<file path="src/rtl/psp_mem_pkg.sv">
// Shared types and constants for the I/D memory port arbiter.
package psp_mem_pkg;

  // Which requester owns an in-flight memory read.
  typedef enum logic [1:0] {
    OWN_NONE,
    OWN_I,
    OWN_D
  } mem_owner_t;

  // All four byte lanes enabled, as used by instruction fetches.
  localparam logic [3:0] BE_WORD = 4'b1111;

endpackage

</file>
<file path="src/rtl/mem_resp_pipe.sv">
// Delay line of owner tags that lines up each granted read with its
// returning memory data DEPTH cycles later.
module mem_resp_pipe
  import psp_mem_pkg::*;
#(
  parameter int unsigned DEPTH = 1
) (
  input  logic       clk,
  input  logic       reset,
  input  mem_owner_t tag_in,
  output mem_owner_t tag_out
);

  mem_owner_t stages [DEPTH];

  // Shift tags one stage per cycle; reset drops anything in flight.
  always_ff @(posedge clk) begin
    if (reset) begin
      for (int unsigned i = 0; i < DEPTH; i++) begin
        stages[i] <= OWN_NONE;
      end
    end else begin
      stages[0] <= tag_in;
      for (int unsigned i = 1; i < DEPTH; i++) begin
        stages[i] <= stages[i-1];
      end
    end
  end

  assign tag_out = stages[DEPTH-1];

endmodule

</file>
<file path="src/rtl/mem_port_arbiter.sv">
// Arbitrates the core fetch (I) and load/store (D) ports onto one
// single-ported synchronous memory and steers read data back to the owner.
module mem_port_arbiter
  import psp_mem_pkg::*;
#(
  parameter int unsigned MEM_LATENCY  = 1,
  parameter int unsigned STARVE_LIMIT = 4
) (
  input  logic        clk,
  input  logic        reset,
  input  logic        i_req,
  input  logic [31:0] i_addr,
  output logic        i_gnt,
  output logic        i_rvalid,
  output logic [31:0] i_rdata,
  input  logic        d_req,
  input  logic        d_we,
  input  logic [3:0]  d_be,
  input  logic [31:0] d_addr,
  input  logic [31:0] d_wdata,
  output logic        d_gnt,
  output logic        d_rvalid,
  output logic [31:0] d_rdata,
  output logic [31:0] m_addr,
  output logic        m_we,
  output logic [3:0]  m_be,
  output logic [31:0] m_wdata,
  input  logic [31:0] m_rdata
);

  localparam int unsigned CW = $clog2(STARVE_LIMIT + 1);
  localparam logic [CW-1:0] LIMIT_C = CW'(STARVE_LIMIT);

  logic [CW-1:0] starve_cnt;
  logic          starve_hit;
  mem_owner_t    tag_in;
  mem_owner_t    tag_out;

  // Grant: D has priority unless I has lost STARVE_LIMIT cycles in a row.
  always_comb begin
    starve_hit = (starve_cnt == LIMIT_C);
    i_gnt      = 1'b0;
    d_gnt      = 1'b0;
    if (!reset) begin
      if (i_req && (!d_req || starve_hit)) begin
        i_gnt = 1'b1;
      end else if (d_req) begin
        d_gnt = 1'b1;
      end
    end
  end

  // Count consecutive cycles where I asked and lost; any win or idle clears it.
  always_ff @(posedge clk) begin
    if (reset) begin
      starve_cnt <= '0;
    end else if (i_req && !i_gnt) begin
      if (starve_cnt != '1) begin
        starve_cnt <= starve_cnt + 1'b1;
      end
    end else begin
      starve_cnt <= '0;
    end
  end

  // Drive the winner onto the memory and tag reads for the response pipe.
  always_comb begin
    m_addr  = i_addr;
    m_we    = 1'b0;
    m_be    = '0;
    m_wdata = '0;
    tag_in  = OWN_NONE;
    if (i_gnt) begin
      m_be   = BE_WORD;
      tag_in = OWN_I;
    end else if (d_gnt) begin
      m_addr  = d_addr;
      m_we    = d_we;
      m_be    = d_be;
      m_wdata = d_wdata;
      if (!d_we) begin
        tag_in = OWN_D;
      end
    end
  end

  mem_resp_pipe #(
    .DEPTH (MEM_LATENCY)
  ) u_resp_pipe (
    .clk     (clk),
    .reset   (reset),
    .tag_in  (tag_in),
    .tag_out (tag_out)
  );

  // Gating with reset also drops a response whose tag left the pipe
  // in the same cycle reset was raised.
  assign i_rvalid = !reset && (tag_out == OWN_I);
  assign d_rvalid = !reset && (tag_out == OWN_D);
  assign i_rdata  = m_rdata;
  assign d_rdata  = m_rdata;

endmodule
</file>
<file path="config.mk">
export PLATFORM = sky130hd
export DESIGN_NAME = mem_port_arbiter
export DESIGN_NICKNAME = d
export VERILOG_FILES = /design/src/rtl/psp_mem_pkg.sv /design/src/rtl/mem_resp_pipe.sv /design/src/rtl/mem_port_arbiter.sv
export SDC_FILE = /design/constraint.sdc
export NUM_CORES = 1
export LEC_CHECK = 0
export ABC_AREA = 0
export CORE_AREA = 3 3 104 106
export CTS_BUF_LIST = sky130_fd_sc_hd__clkbuf_16
export DETAILED_ROUTE_END_ITERATION = 12
export DIE_AREA = 0 0 107 109
export PLACE_DENSITY_LB_ADDON = 0.3
export REMOVE_ABC_BUFFERS = 1
export SYNTH_ARGS = -nofsm -noshare
export SYNTH_HDL_FRONTEND = slang
export SYNTH_SLANG_ARGS = --single-unit
</file>
<file path="constraint.sdc">
create_clock -name clk -period 3.1 [get_ports clk]
set_clock_uncertainty 0.15 [all_clocks]
set_input_delay 0.62 -clock clk [delete_from_list [all_inputs] [get_ports clk]]
set_output_delay 0.62 -clock clk [all_outputs]
set_load 0.01 [all_outputs]
</file>
Word-level counts from Yosys, hierarchy flattened
Memories as Yosys holds them, arrays and structs flattened.
Index checks and enable logic that the tools add are counted.
{"block": "word_totals", "mem_bits_rw": 2, "wordCells": 39, "inputBits": 137, "reg_bits": 3, "mem_count": 1, "out_inout_bits": 137}
{"block": "op_classes", "n_reduce_logical": 10, "mux": 21, "eq_ne": 4, "add_sub_neg": 1, "bitwise_logic": 1}
{"memory": "u_resp_pipe.stages", "depth": 1, "word_bits": 2, "rd": 1, "rd_clocked_by_memory_dff": 0, "write_ports": 1, "line_no": "mem_resp_pipe.sv:14", "rtl": "mem_owner_t stages [DEPTH];"}
{"operator": "$mux W32", "count": 4}
{"operator": "$mux W1", "count": 11}
{"operator": "$mux W2", "count": 4}
{"operator": "$mux W4", "count": 2}
{"operator": "$logic_and A1 B1 Y1", "count": 4}
{"operator": "$reduce_or A2 Y1", "count": 2}
{"operator": "$add A3 B1 Y3 const B", "count": 1}
{"operator": "$eq A3 B3 Y1 const B", "count": 1}
{"operator": "$logic_not A1 Y1", "count": 3}
{"operator": "$ne A3 B3 Y1 const B", "count": 1}
{"operator": "$eq A2 B1 Y1 const B", "count": 1}
{"operator": "$eq A2 B2 Y1 const B", "count": 1}
{"operator": "$logic_or A1 B1 Y1", "count": 1}
{"operator": "$not A1 Y1", "count": 1}

Depth between registers and ports, before layout
Gate-level depths: netlist of the first run.
{"block": "logic_depth", "ltp_word": 9, "ltp_mapped": 5, "mapped_depth_nobuf": 5}

Cells and area by module
Synthesis of the first run repeated with hierarchy kept, for this count alone.
{"block": "unflattened", "cells_unflattened": 167, "hier_area_um2": 1403.8}
{"module": "mem_port_arbiter", "cells_each": 163, "instances": 1, "area_each_um2": 1351.3}
{"module": "mem_resp_pipe", "cells_each": 4, "instances": 1, "area_each_um2": 52.6}

Least setup slack after synthesis of the first run
Ideal clock, no wire load.
{"block": "synth_timing", "kind": "register to output", "startpoint": "register starve_cnt[0]", "endpoint": "output port m_addr[19]", "stages_incl_launch_ff": 6, "setup_slack_ns": 0.681, "arrival_time_ns": 1.649, "cell_sequence": "dfxtp_1 -> inv_1 -> ha_1 -> a311oi_4 -> buf_4 -> mux2_2"}
{"block": "synth_via", "elab_chain_cells": 7, "elab_cells_between_ends": 9, "cone_classes": "eq/ne (1); mux (6); reduce/logical (2)"}
{"element": "start, declared", "line_no": "mem_port_arbiter.sv:34", "rtl": "logic [CW-1:0] starve_cnt;"}
{"element": "start signal, assigned", "line_no": "mem_port_arbiter.sv:59", "rtl": "starve_cnt <= starve_cnt + 1'b1;"}
{"element": "$eq A3 B3 Y1 *", "line_no": "mem_port_arbiter.sv:41", "rtl": "starve_hit = (starve_cnt == LIMIT_C);"}
{"element": "$logic_or A1 B1 Y1 *", "line_no": "mem_port_arbiter.sv:45", "rtl": "if (i_req && (!d_req || starve_hit)) begin"}
{"element": "$logic_and A1 B1 Y1 *", "line_no": "mem_port_arbiter.sv:45"}
{"element": "$mux W1", "line_no": "mem_port_arbiter.sv:45"}
{"element": "$mux W1", "line_no": "mem_port_arbiter.sv:44", "rtl": "if (!reset) begin"}
{"element": "$mux W32", "line_no": "mem_port_arbiter.sv:76", "rtl": "end else if (d_gnt) begin"}
{"element": "$mux W32 *", "line_no": "mem_port_arbiter.sv:73", "rtl": "if (i_gnt) begin"}
{"element": "end, declared", "line_no": "mem_port_arbiter.sv:24", "rtl": "output logic [31:0] m_addr,"}
Mark *: on every way between the ends. The rest lies on a longest branch, timed or not.

Worst setup path in the final report of the first run
{"block": "layout_timing", "startpoint": "input port i_req", "endpoint": "output port m_addr[27]"}
{"block": "layout_via", "elab_chain_cells": 5, "elab_cells_between_ends": 7, "cone_classes": "mux (6); reduce/logical (1)"}
{"element": "start, declared", "line_no": "mem_port_arbiter.sv:11", "rtl": "input logic i_req,"}
{"element": "$logic_and A1 B1 Y1 *", "line_no": "mem_port_arbiter.sv:45"}
{"element": "$mux W1", "line_no": "mem_port_arbiter.sv:45"}
{"element": "$mux W1", "line_no": "mem_port_arbiter.sv:44"}
{"element": "$mux W32", "line_no": "mem_port_arbiter.sv:76"}
{"element": "$mux W32 *", "line_no": "mem_port_arbiter.sv:73"}
Marked as above.

==> impl_metrics.json, run 1 <==
{
  "ctsHtreeMaxLevel": 1,
  "timing.critical_path.arrival_ns": 2.28,
  "grtUsageTotal_pct": 12.3,
  "worstSetupPathType": "in2out",
  "postRouteWirelength_mm": 8.12,
  "fp.dieArea_um2": 11700,
  "grt_max_degree": 24,
  "clk_pin_slew_worst_paths_ns": 0.03,
  "ir_drop_uv": 177,
  "worstSetupStartpointType": "input pin",
  "fin_total_pwr_mw": 0.621,
  "die_h_um": 109,
  "synth.top_cells.by_area": "buf_4, mux2_2, and2_1, dfxtp_1, ha_1",
  "timing.final.setup_violations": 0,
  "drt_iter0_drc": 41,
  "number_of_cells_produced_by_synthesis": 166,
  "synth.ff_latch_count": 5,
  "ant_diodes": 0,
  "port-buffer-count": 177,
  "route.antenna.remaining_nets": 0,
  "fp-row-count": 36,
  "layout.nets": 428,
  "synth_top_area_cell": "buf_4",
  "r2r_setup_slack_ns": 1.36,
  "cts_sinks": 5,
  "power-per-cell-area_nw_per_um2": 201,
  "final_period_minus_worst_setup_slack_ns": 3.05,
  "finalWorstSetupSlack_ns": 0.0482,
  "fin_worst_hold_slack_ns": 0.373,
  "synthDominantCellAreaShare_pct": 34.9,
  "clock_tree_from_tritoncts": "yes",
  "synth.cell_area_um2": 1400,
  "hold_class": "reg2reg",
  "cts-buffers-inserted": 3,
  "floorplan.initialDensity_pct": 14.2,
  "async_reset_ff_share_pct": 0,
  "floorplan.core_area_um2": 9860,
  "seqCellArea_um2": 101,
  "leakagePower_nw": 1.63,
  "layout.core_utilization_pct": 31.3,
  "status": "completed",
  "drc": 0,
  "edff_count_synth": 0,
  "final_number_of_hold_violating_endpoints": 0,
  "power_frac_comb_pct": 56.0,
  "multi_input_comb_area_um2": 751,
  "sw_share_pct": 23.2,
  "via_count": 1657,
  "post_drt_via_cell_ratio": 3.95,
  "cts.hold.buffers_added": 0,
  "clock_latency_ns": 0.22,
  "seq_area_frac_synth_pct": 7.17,
  "die_w_um": 107,
  "place_congestion": 0.673,
  "slew_viol_final": 0,
  "post_drt_wl_per_cell_um": 19.3,
  "grt_pass1_vias": 1697,
  "detailedPlacementHpwl_mm": 6.37,
  "fmax_mhz": 328,
  "fill_cells": 1033,
  "antenna_found_initial": 0,
  "critical_path.endpoint_type": "primary output",
  "synthDistinctLibCells": 21,
  "clk_root_buffer_cell": "clkbuf_16",
  "share_clk_of_total_power_pct": 33.1,
  "dpl_worst_slack_ns": -0.340,
  "num_io_pins": 274,
  "area_growth_pct": 121,
  "maxSlewHeadroom_pct": 83.7,
  "total_negative_slack_ns": 0,
  "cell_internal_pwr_mw": 0.477,
  "first_pass_grt_wire_length_mm": 10.6,
  "worst-slew-pin-transition_ns": 0.245,
  "critical_path_maximum_fanout": 12,
  "dominantRegCellSynth": "dfxtp_1",
  "final_min_period_over_clock_period_pct": 98.4,
  "setup_repair_after_global_routing_missed_its_margin": "yes",
  "gr-total-overflow": 0,
  "switchingPower_mw": 0.144,
  "post_synth.cell_area_avg_um2": 8.41,
  "max_cap_violations": 0,
  "clock_path_buffers": 2,
  "fraction_of_final_layout_cells_with_drive_strength_greater_than_1_pct": 18.5,
  "synth_warnings": 0,
  "worstPathRequired_ns": 2.33,
  "drt-pass1-iter-count": 4,
  "power.share.sequential_pct": 10.9
}
-- registers in the layout, summed over array words and instances (netlist names) --
signal / cells
starve_cnt: 3
u_resp_pipe.stages: 2
-- layout by cell type, fill, tap and decap left out, types with 2 or more instances in the layout --
cell | Yosys | layout
a21o_1 | 4 | 4
a21oi_1 | 2 | 2
and2_1 | 33 | 33
buf_12 | 0 | 2
buf_4 | 65 | 4
bufbuf_16 | 0 | 4
clkbuf_16 | 0 | 3
clkbuf_2 | 0 | 4
clkdlybuf4s50_1 | 0 | 114
dfxtp_1 | 5 | 4
dlygate4sd2_1 | 0 | 33
dlymetal6s2s_1 | 0 | 24
ha_1 | 3 | 3
inv_1 | 3 | 3
mux2_1 | 2 | 2
mux2_2 | 30 | 30
mux2i_1 | 2 | 2
nor2_1 | 3 | 3
nor3b_1 | 2 | 2
-- power by group through the flow --
stage                     clock network [mW]  registers [mW]  logic, mW
final                                  0.205          0.0678      0.348
after global routing                   0.216          0.0678      0.372
after CTS                              0.210          0.0676      0.358
after detailed placement                   0          0.0684      0.352
after global placement                     0          0.0684      0.352
after floorplan                            0          0.0682      0.100
-- per-layer routing --
layer | vias to the layer above | track usage [%] | part of all wire, % | routed length, um
li1 | 719 | - | - | -
met4 | 2 | 0.731 | 0.36 | 29
met1 | 747 | 13.5 | 38 | 3070
met2 | 185 | 17.1 | 42 | 3370
met5 | - | 8.48 | 0.81 | 66
met3 | 4 | 12.0 | 19 | 1580
-- cells in the mapped netlist (2+ instances only) --
cell type,count
mux2i_1,2
a21oi_1,2
and2_1,33
mux2_2,30
buf_6,3
nor3b_1,2
clkbuf_1,2
nor2_1,3
mux2_1,2
ha_1,3
buf_4,65
a21o_1,4
dfxtp_1,5
inv_1,3
-- logic make-up after synthesis --
family | synth area share, %
adder cells (fa/ha/maj) | 2.69
XOR/XNOR | 0.627
flip-flops | 7.17
buffers and inverters | 39.1
AO/OA/AOI/OAI | 4.75
multiplexers | 27.2
AND/OR/NAND/NOR | 18.5
-- path summary, 6_finish.rpt --
check,from,end,cells past startpoint
hold reg to reg,starve_cnt[0],starve_cnt[0],2
hold / removal,starve_cnt[0],starve_cnt[0],2
setup / recovery,i_req,m_addr[27],6
setup reg to reg,starve_cnt[0],u_resp_pipe.stages[0][1],6
-- worst max-delay path: stages --
cell and delay [ns]:
dlygate4sd2_1 0.28, a311oi_4 0.29, buf_6 0.18, bufbuf_16 0.28
mux2_2 0.33, dlygate4sd2_1 0.29
-- repair_timing --
item,4_1_cts,5_1_grt
pin swaps,1,0
gates resized for setup,46,34
setup endpoints to repair,70,46
cloned,4,0
setup buffers,2,0
-- cell type report --
type                            count  share of cell area [%]
Multi-Input combinational cell     87                    24.3
Sequential cell                     5                    3.28
Clock buffer                        3                    2.43
Timing Repair Buffer              188                    64.1
Tap cell                          133                    5.38
Clock inverter                      1                   0.121
Inverter                            3                   0.364
-- per-stage QoR --
stage / std cells / instance area, um2
finish: 420 / 3090
global route: 420 / 3090
CTS: 420 / 3040
detailed placement: 410 / 2850
global placement: 410 / 2850
floorplan: 95 / 862
(Power assumes the default switching activity.)
==> inputs of run 2 (changes only) <==
==> constraint.sdc (replaced) <==
create_clock -name clk -period 3.05 [get_ports clk]
set_clock_uncertainty 0.15 [all_clocks]
set_input_delay 0.61 -clock clk [delete_from_list [all_inputs] [get_ports clk]]
set_output_delay 0.61 -clock clk [all_outputs]
set_load 0.1 [all_outputs]
==> run 2 against run 1 <==
  * Utilization increased by 7.4 points
  * Non-clock buffer count increased by 2
  * Final cell count up 0.48%
  * First-iteration DRC count shrank 29%
  * Via count fell by 2.4%
  * Clock power is 3% higher
  * Critical path depth up 1
  * Worst setup slack better by 0.064 ns
  * Sequential power increased by 1%
  * Die area unchanged
  * Cell area up 24%
  * Flip-flop and latch count is the same
  * Critical path type is now reg2out
  * Critical endpoint is now m_addr[17]
  * Largest cell class unchanged
==> impl_metrics.json, run 2 (synthesized netlist as in run 1, its figures left out) <==
{
  "reg2regPathDepth": 6,
  "clk_pin_slew_worst_paths_ns": 0.03,
  "worstPathBufferInverterCount": 4,
  "clock_path_buffers": 2,
  "instances_no_fill": 422,
  "top_register": "starve_cnt",
  "largest_register_ffs": 3,
  "antenna_found_initial": 0,
  "final_number_of_hold_violating_endpoints": 0,
  "floorplan.initialDensity_pct": 14.2,
  "final_period_minus_worst_setup_slack_ns": 2.94,
  "fraction_of_final_layout_cells_with_drive_strength_greater_than_1_pct": 43.6,
  "grt_max_degree": 25,
  "fmax_mhz": 340,
  "fin_worst_hold_slack_ns": 0.389,
  "port-buffer-count": 177,
  "drc": 0,
  "gr-total-overflow": 0,
  "cts_sinks": 5,
  "ir_drop_uv": 171,
  "slew_viol_final": 0,
  "biggestRegsByFlops": "starve_cnt: 3 flops, u_resp_pipe.stages: 2 flops",
  "place_congestion": 0.693,
  "worstSetupPathType": "reg2out",
  "first_pass_grt_wire_length_mm": 11.2,
  "timing.final.setup_violations": 0,
  "critical_path.endpoint_type": "primary output",
  "critPathMaxStageDelay_ns": 0.36,
  "fp.dieArea_um2": 11700,
  "post_drt_wl_per_cell_um": 19.3,
  "cts.hold.buffers_added": 0,
  "grtUsageTotal_pct": 12.9,
  "post_drt_via_cell_ratio": 3.83,
  "hold_class": "reg2reg",
  "num_io_pins": 274,
  "drt-pass1-iter-count": 3,
  "detailedPlacementHpwl_mm": 6.90,
  "postRouteWirelength_mm": 8.16,
  "setup_repair_after_global_routing_missed_its_margin": "no",
  "layout_common_cells": "clkdlybuf4s50_1, buf_12, mux2_2, and2_1, buf_4",
  "drt_iter0_drc": 29,
  "crit_path_cells": "inv_1 > ha_1 > a311oi_4 > buf_6 > bufbuf_16 > mux2_2 > buf_12",
  "maxSlewHeadroom_pct": 74.7,
  "critical_path_maximum_fanout": 9,
  "max_cap_violations": 0,
  "fin_total_pwr_mw": 1.20,
  "ctsHtreeMaxLevel": 1,
  "ant_diodes": 0,
  "worst-slew-pin-transition_ns": 0.379,
  "critical_path_depth": 7,
  "die_w_um": 107,
  "clk_root_buffer_cell": "clkbuf_16",
  "power-per-cell-area_nw_per_um2": 315,
  "leakagePower_nw": 1.58,
  "clock_tree_from_tritoncts": "yes",
  "cts-buffers-inserted": 3,
  "area_growth_pct": 174,
  "floorplan.core_area_um2": 9860,
  "critical-path-slowest-cell": "dfxtp_1",
  "worstPathRequired_ns": 2.29,
  "via_count": 1617,
  "timing.critical_path.arrival_ns": 2.18,
  "layout.nets": 430,
  "status": "completed",
  "fp-row-count": 36,
  "final_min_period_over_clock_period_pct": 96.3,
  "route.antenna.remaining_nets": 0,
  "grt_pass1_vias": 1785,
  "die_h_um": 109,
  "fill_cells": 959,
  "worstSetupStartpointType": "flip-flop",
  "clock_latency_ns": 0.23,
  "leading_cell_type_in_the_layout_fill_and_taps_excluded": "clkdlybuf4s50_1",
  "timing.hold.worst_path_depth": 2,
  "crit_family": "buffers and inverters",
  "dp_cells": 412
}
[run 2: routing by layer]
layer / vias up / part of all wire (%) / GRT usage [%]
met5: - / 0.81 / 8.48
met4: 2 / 0.34 / 1.55
met3: 4 / 20 / 12.0
met2: 181 / 42 / 17.9
met1: 707 / 36 / 14.2
li1: 723 / - / -
[run 2: worst reg2reg max path: cells and delay by family (launching register included)]
kind,cells,cell delay [ns]
AO/OA/AOI/OAI,1,0.33
adder cells (fa/ha/maj),1,0.23
buffers and inverters,3,0.39
flip-flops,1,0.36
AND/OR/NAND/NOR,1,0.14
[run 2: area by class of cell]
type                            count  area (um2)  area share, %
Clock buffer                        3        75.1           1.97
Tap cell                          133         166           4.36
Inverter                            3        11.3          0.295
Sequential cell                     5         100           2.62
Timing Repair Buffer              190        2700           70.8
Multi-Input combinational cell     87         759           19.9
Clock inverter                      1        3.75         0.0983
[run 2: metrics by stage]
step / area [um2] / setup WS [ns] / TNS, ns / util [%]
after global placement: 3610 / -0.0242 / -0.271 / 36.6
after floorplan: 862 / -1.53 / -103.69 / -
after global routing: 3820 / 0.0130 / 0 / 38.7
after detailed placement: 3610 / -0.0567 / -0.754 / 36.6
final: 3820 / 0.112 / 0 / 38.7
after CTS: 3810 / 0.0821 / 0 / 38.6
[run 2: power breakdown]
part	internal [mW]	switching [mW]	leakage, nW
combinational	0.399	0.524	1.49
clock	0.170	0.0425	0.0423
sequential	0.0676	0.00105	0.0408
total	0.636	0.568	1.58
[run 2: path summary, 6_finish.rpt]
kind | slack, ns | to | start
max | 0.11 | m_addr[17] | starve_cnt[0]
min | 0.39 | starve_cnt[1] | starve_cnt[1]
max reg2reg | 1.39 | u_resp_pipe.stages[0][1] | starve_cnt[0]
min reg2reg | 0.39 | starve_cnt[1] | starve_cnt[1]
[run 2: timing repair]
action	CTS	global route
gates resized for setup	11	0
setup endpoints to repair	32	1
pin swaps	1	0
hold endpoints to repair	0	0
buffers inserted	2	1
cloned	3	0
==> inputs of run 3 (changes only) <==
--- a/config.mk
+++ b/config.mk
@@ -7,11 +7,12 @@
 export LEC_CHECK = 0
 export ABC_AREA = 0
-export CORE_AREA = 3 3 104 106
+export CORE_AREA = 3 3 105 107
 export CTS_BUF_LIST = sky130_fd_sc_hd__clkbuf_16
 export DETAILED_ROUTE_END_ITERATION = 12
-export DIE_AREA = 0 0 107 109
+export DIE_AREA = 0 0 108 110
 export PLACE_DENSITY_LB_ADDON = 0.3
 export REMOVE_ABC_BUFFERS = 1
 export SYNTH_ARGS = -nofsm -noshare
 export SYNTH_HDL_FRONTEND = slang
+export SYNTH_HIERARCHICAL = 1
 export SYNTH_SLANG_ARGS = --single-unit
==> constraint.sdc (replaced) <==
create_clock -name clk -period 3.05 [get_ports clk]
set_clock_uncertainty 0.15 [all_clocks]
set_input_delay 0.305 -clock clk [delete_from_list [all_inputs] [get_ports clk]]
set_output_delay 0.305 -clock clk [all_outputs]
set_load 0.1 [all_outputs]
==> run 3 against run 2 <==
  * Die area up 1.9%
  * Largest power group unchanged
  * Flip-flop and latch count unchanged
  * Highest routed layer unchanged
  * Total power down 3.3%
==> impl_metrics.json, run 3 <==
{
  "clock_latency_ns": 0.23,
  "fp-row-count": 37,
  "post_synth.cell_area_avg_um2": 8.41,
  "area_growth_pct": 157,
  "layout.core_utilization_pct": 35.2,
  "final_period_minus_worst_setup_slack_ns": 2.59,
  "cts_sinks": 5,
  "cell_internal_pwr_mw": 0.606,
  "ir_drop_uv": 152,
  "r2r_setup_slack_ns": 1.27,
  "fraction_of_final_layout_cells_with_drive_strength_greater_than_1_pct": 39.2,
  "dp_cells": 410,
  "leading_cell_type_in_the_layout_fill_and_taps_excluded": "clkdlybuf4s50_1",
  "top_register": "starve_cnt",
  "maxSlewHeadroom_pct": 70.0,
  "biggestRegsByFlops": "starve_cnt: 3 flops, u_resp_pipe/stages: 2 flops",
  "detailedPlacementHpwl_mm": 6.61,
  "antenna_found_initial": 0,
  "timing.critical_path.arrival_ns": 2.14,
  "cts-buffers-inserted": 3,
  "ctsHtreeMaxLevel": 1,
  "critical_path_maximum_fanout": 71,
  "leakagePower_nw": 1.46,
  "synthDistinctLibCells": 21,
  "worstPathBufferInverterCount": 3,
  "gr-total-overflow": 0,
  "port-buffer-count": 177,
  "synth.top_cells.by_area": "buf_4, mux2_2, and2_1, dfxtp_1, ha_1",
  "drt_iter0_drc": 26,
  "post_drt_via_cell_ratio": 3.82,
  "edff_count_synth": 0,
  "max_cap_violations": 0,
  "largest_register_ffs": 3,
  "die_h_um": 110,
  "clock_tree_from_tritoncts": "yes",
  "post_cts_resized": 0,
  "slew_viol_final": 0,
  "worstPathRequired_ns": 2.59,
  "num_io_pins": 274,
  "cts.hold.buffers_added": 0,
  "synth_warnings": 6,
  "drt-pass1-iter-count": 3,
  "first_pass_grt_wire_length_mm": 10.2,
  "crit_top_cell": "buf_12",
  "ant_diodes": 0,
  "grtUsageTotal_pct": 11.5,
  "hold_class": "reg2reg",
  "share_clk_of_total_power_pct": 18.2,
  "layout_common_cells": "clkdlybuf4s50_1, buf_12, and2_1, mux2_2, dfxtp_1",
  "status": "completed",
  "route.antenna.remaining_nets": 0,
  "number_of_cells_produced_by_synthesis": 167,
  "power_frac_comb_pct": 76.0,
  "seq_area_frac_synth_pct": 7.13,
  "floorplan.core_area_um2": 10200,
  "postRouteWirelength_mm": 7.59,
  "synthDominantCellAreaShare_pct": 34.8,
  "worstSetupPathType": "in2out",
  "power-per-cell-area_nw_per_um2": 323,
  "via_count": 1581,
  "switchingPower_mw": 0.558,
  "fp.dieArea_um2": 11900,
  "dominantRegCellSynth": "dfxtp_1",
  "synth.ff_latch_count": 5,
  "clk_pin_slew_worst_paths_ns": 0.03,
  "floorplan.initialDensity_pct": 13.7,
  "critical_path.endpoint_type": "primary output",
  "clk_root_buffer_cell": "clkbuf_16",
  "worst-slew-pin-transition_ns": 0.449,
  "cts_post_setup_buffers_inserted": 0,
  "die_w_um": 108,
  "crit_path_cells": "clkdlybuf4s50_1 > a311oi_4 > buf_12 > mux2_2 > buf_12",
  "setup_repair_after_global_routing_missed_its_margin": "no",
  "async_reset_ff_share_pct": 0,
  "critPathMaxStageDelay_ns": 0.53,
  "fin_worst_hold_slack_ns": 0.387,
  "place_congestion": 0.692,
  "layout.nets": 419,
  "post_drt_wl_per_cell_um": 18.3,
  "synth.most_common_cell": "buf_4",
  "instances_no_fill": 414,
  "crit_family": "buffers and inverters",
  "final_number_of_hold_violating_endpoints": 0,
  "worstSetupStartpointType": "input pin",
  "synth_top_area_cell": "buf_4",
  "final_min_period_over_clock_period_pct": 85.1,
  "power.share.sequential_pct": 5.8,
  "critical-path-slowest-cell": "clkdlybuf4s50_1",
  "grt_max_degree": 72,
  "fmax_mhz": 385,
  "synth_top_cells_by_count": "buf_4, and2_1, mux2_2",
  "clock_path_buffers": 2,
  "sw_share_pct": 47.9,
  "grt_pass1_vias": 1611,
  "synth.cell_area_um2": 1400,
  "timing.final.setup_violations": 0,
  "drc": 0
}
-- run 3: routing by layer --
metal  track usage, %  wire length, um
met5             9.82              124
met4            0.721               17
met3             12.9             1860
met2             14.0             2890
met1             13.1             2700
-- run 3: power groups by stage --
stage	sequential [mW]	combinational [mW]	clock, mW
2_1_floorplan	0.0689	0.488	0
4_1_cts	0.0681	0.892	0.216
3_3_place_gp	0.0690	0.886	0
3_5_place_dp	0.0690	0.891	0
6_report	0.0681	0.885	0.211
5_1_grt	0.0683	0.911	0.220
-- run 3: final timing paths --
path	from	endpoint	depth (start not counted)
setup / recovery	reset	m_addr[11]	5
hold reg to reg	starve_cnt[1]	starve_cnt[1]	2
hold / removal	starve_cnt[1]	starve_cnt[1]	2
setup reg to reg	starve_cnt[0]	u_resp_pipe/stages[0][1]	6
-- run 3: layout make-up --
cell class / count / area (um2)
clock buffers: 3 / 75.1
clock inverters: 1 / 3.75
fillers: 1024 / 6630
inverters: 3 / 11.3
multi-input cells: 88 / 758
flip-flops and latches: 5 / 100
well taps: 136 / 170
repair buffers: 178 / 2480
-- run 3: tightest hold or removal path, delay by kind of cell, from the launching register on --
kind / cells / cell delay [ns]
multiplexers: 1 / 0.08
AND/OR/NAND/NOR: 1 / 0.08
flip-flops: 1 / 0.34
-- run 3: kinds of logic (layout without fill, tap and decap cells) --
group,Yosys count,after routing,synth area share (%)
AO/OA/AOI/OAI,6,6,4.37
multiplexers,34,34,27.1
AND/OR/NAND/NOR,44,44,19.3
buffers and inverters,74,185,38.9
flip-flops,5,5,7.13
XOR/XNOR,1,1,0.624
adder cells (fa/ha/maj),3,3,2.67
-- run 3: metrics by stage --
stage               setup TNS (ns)  setup slack (ns)  power (mW)  cell area [um2]
detailed placement               0             0.447       0.960             3520
finish                           0             0.455        1.16             3600
global route                     0             0.346        1.20             3600
CTS                              0             0.438        1.18             3600
floorplan                   -79.71             -1.20       0.557              870
global placement                 0             0.482       0.955             3520
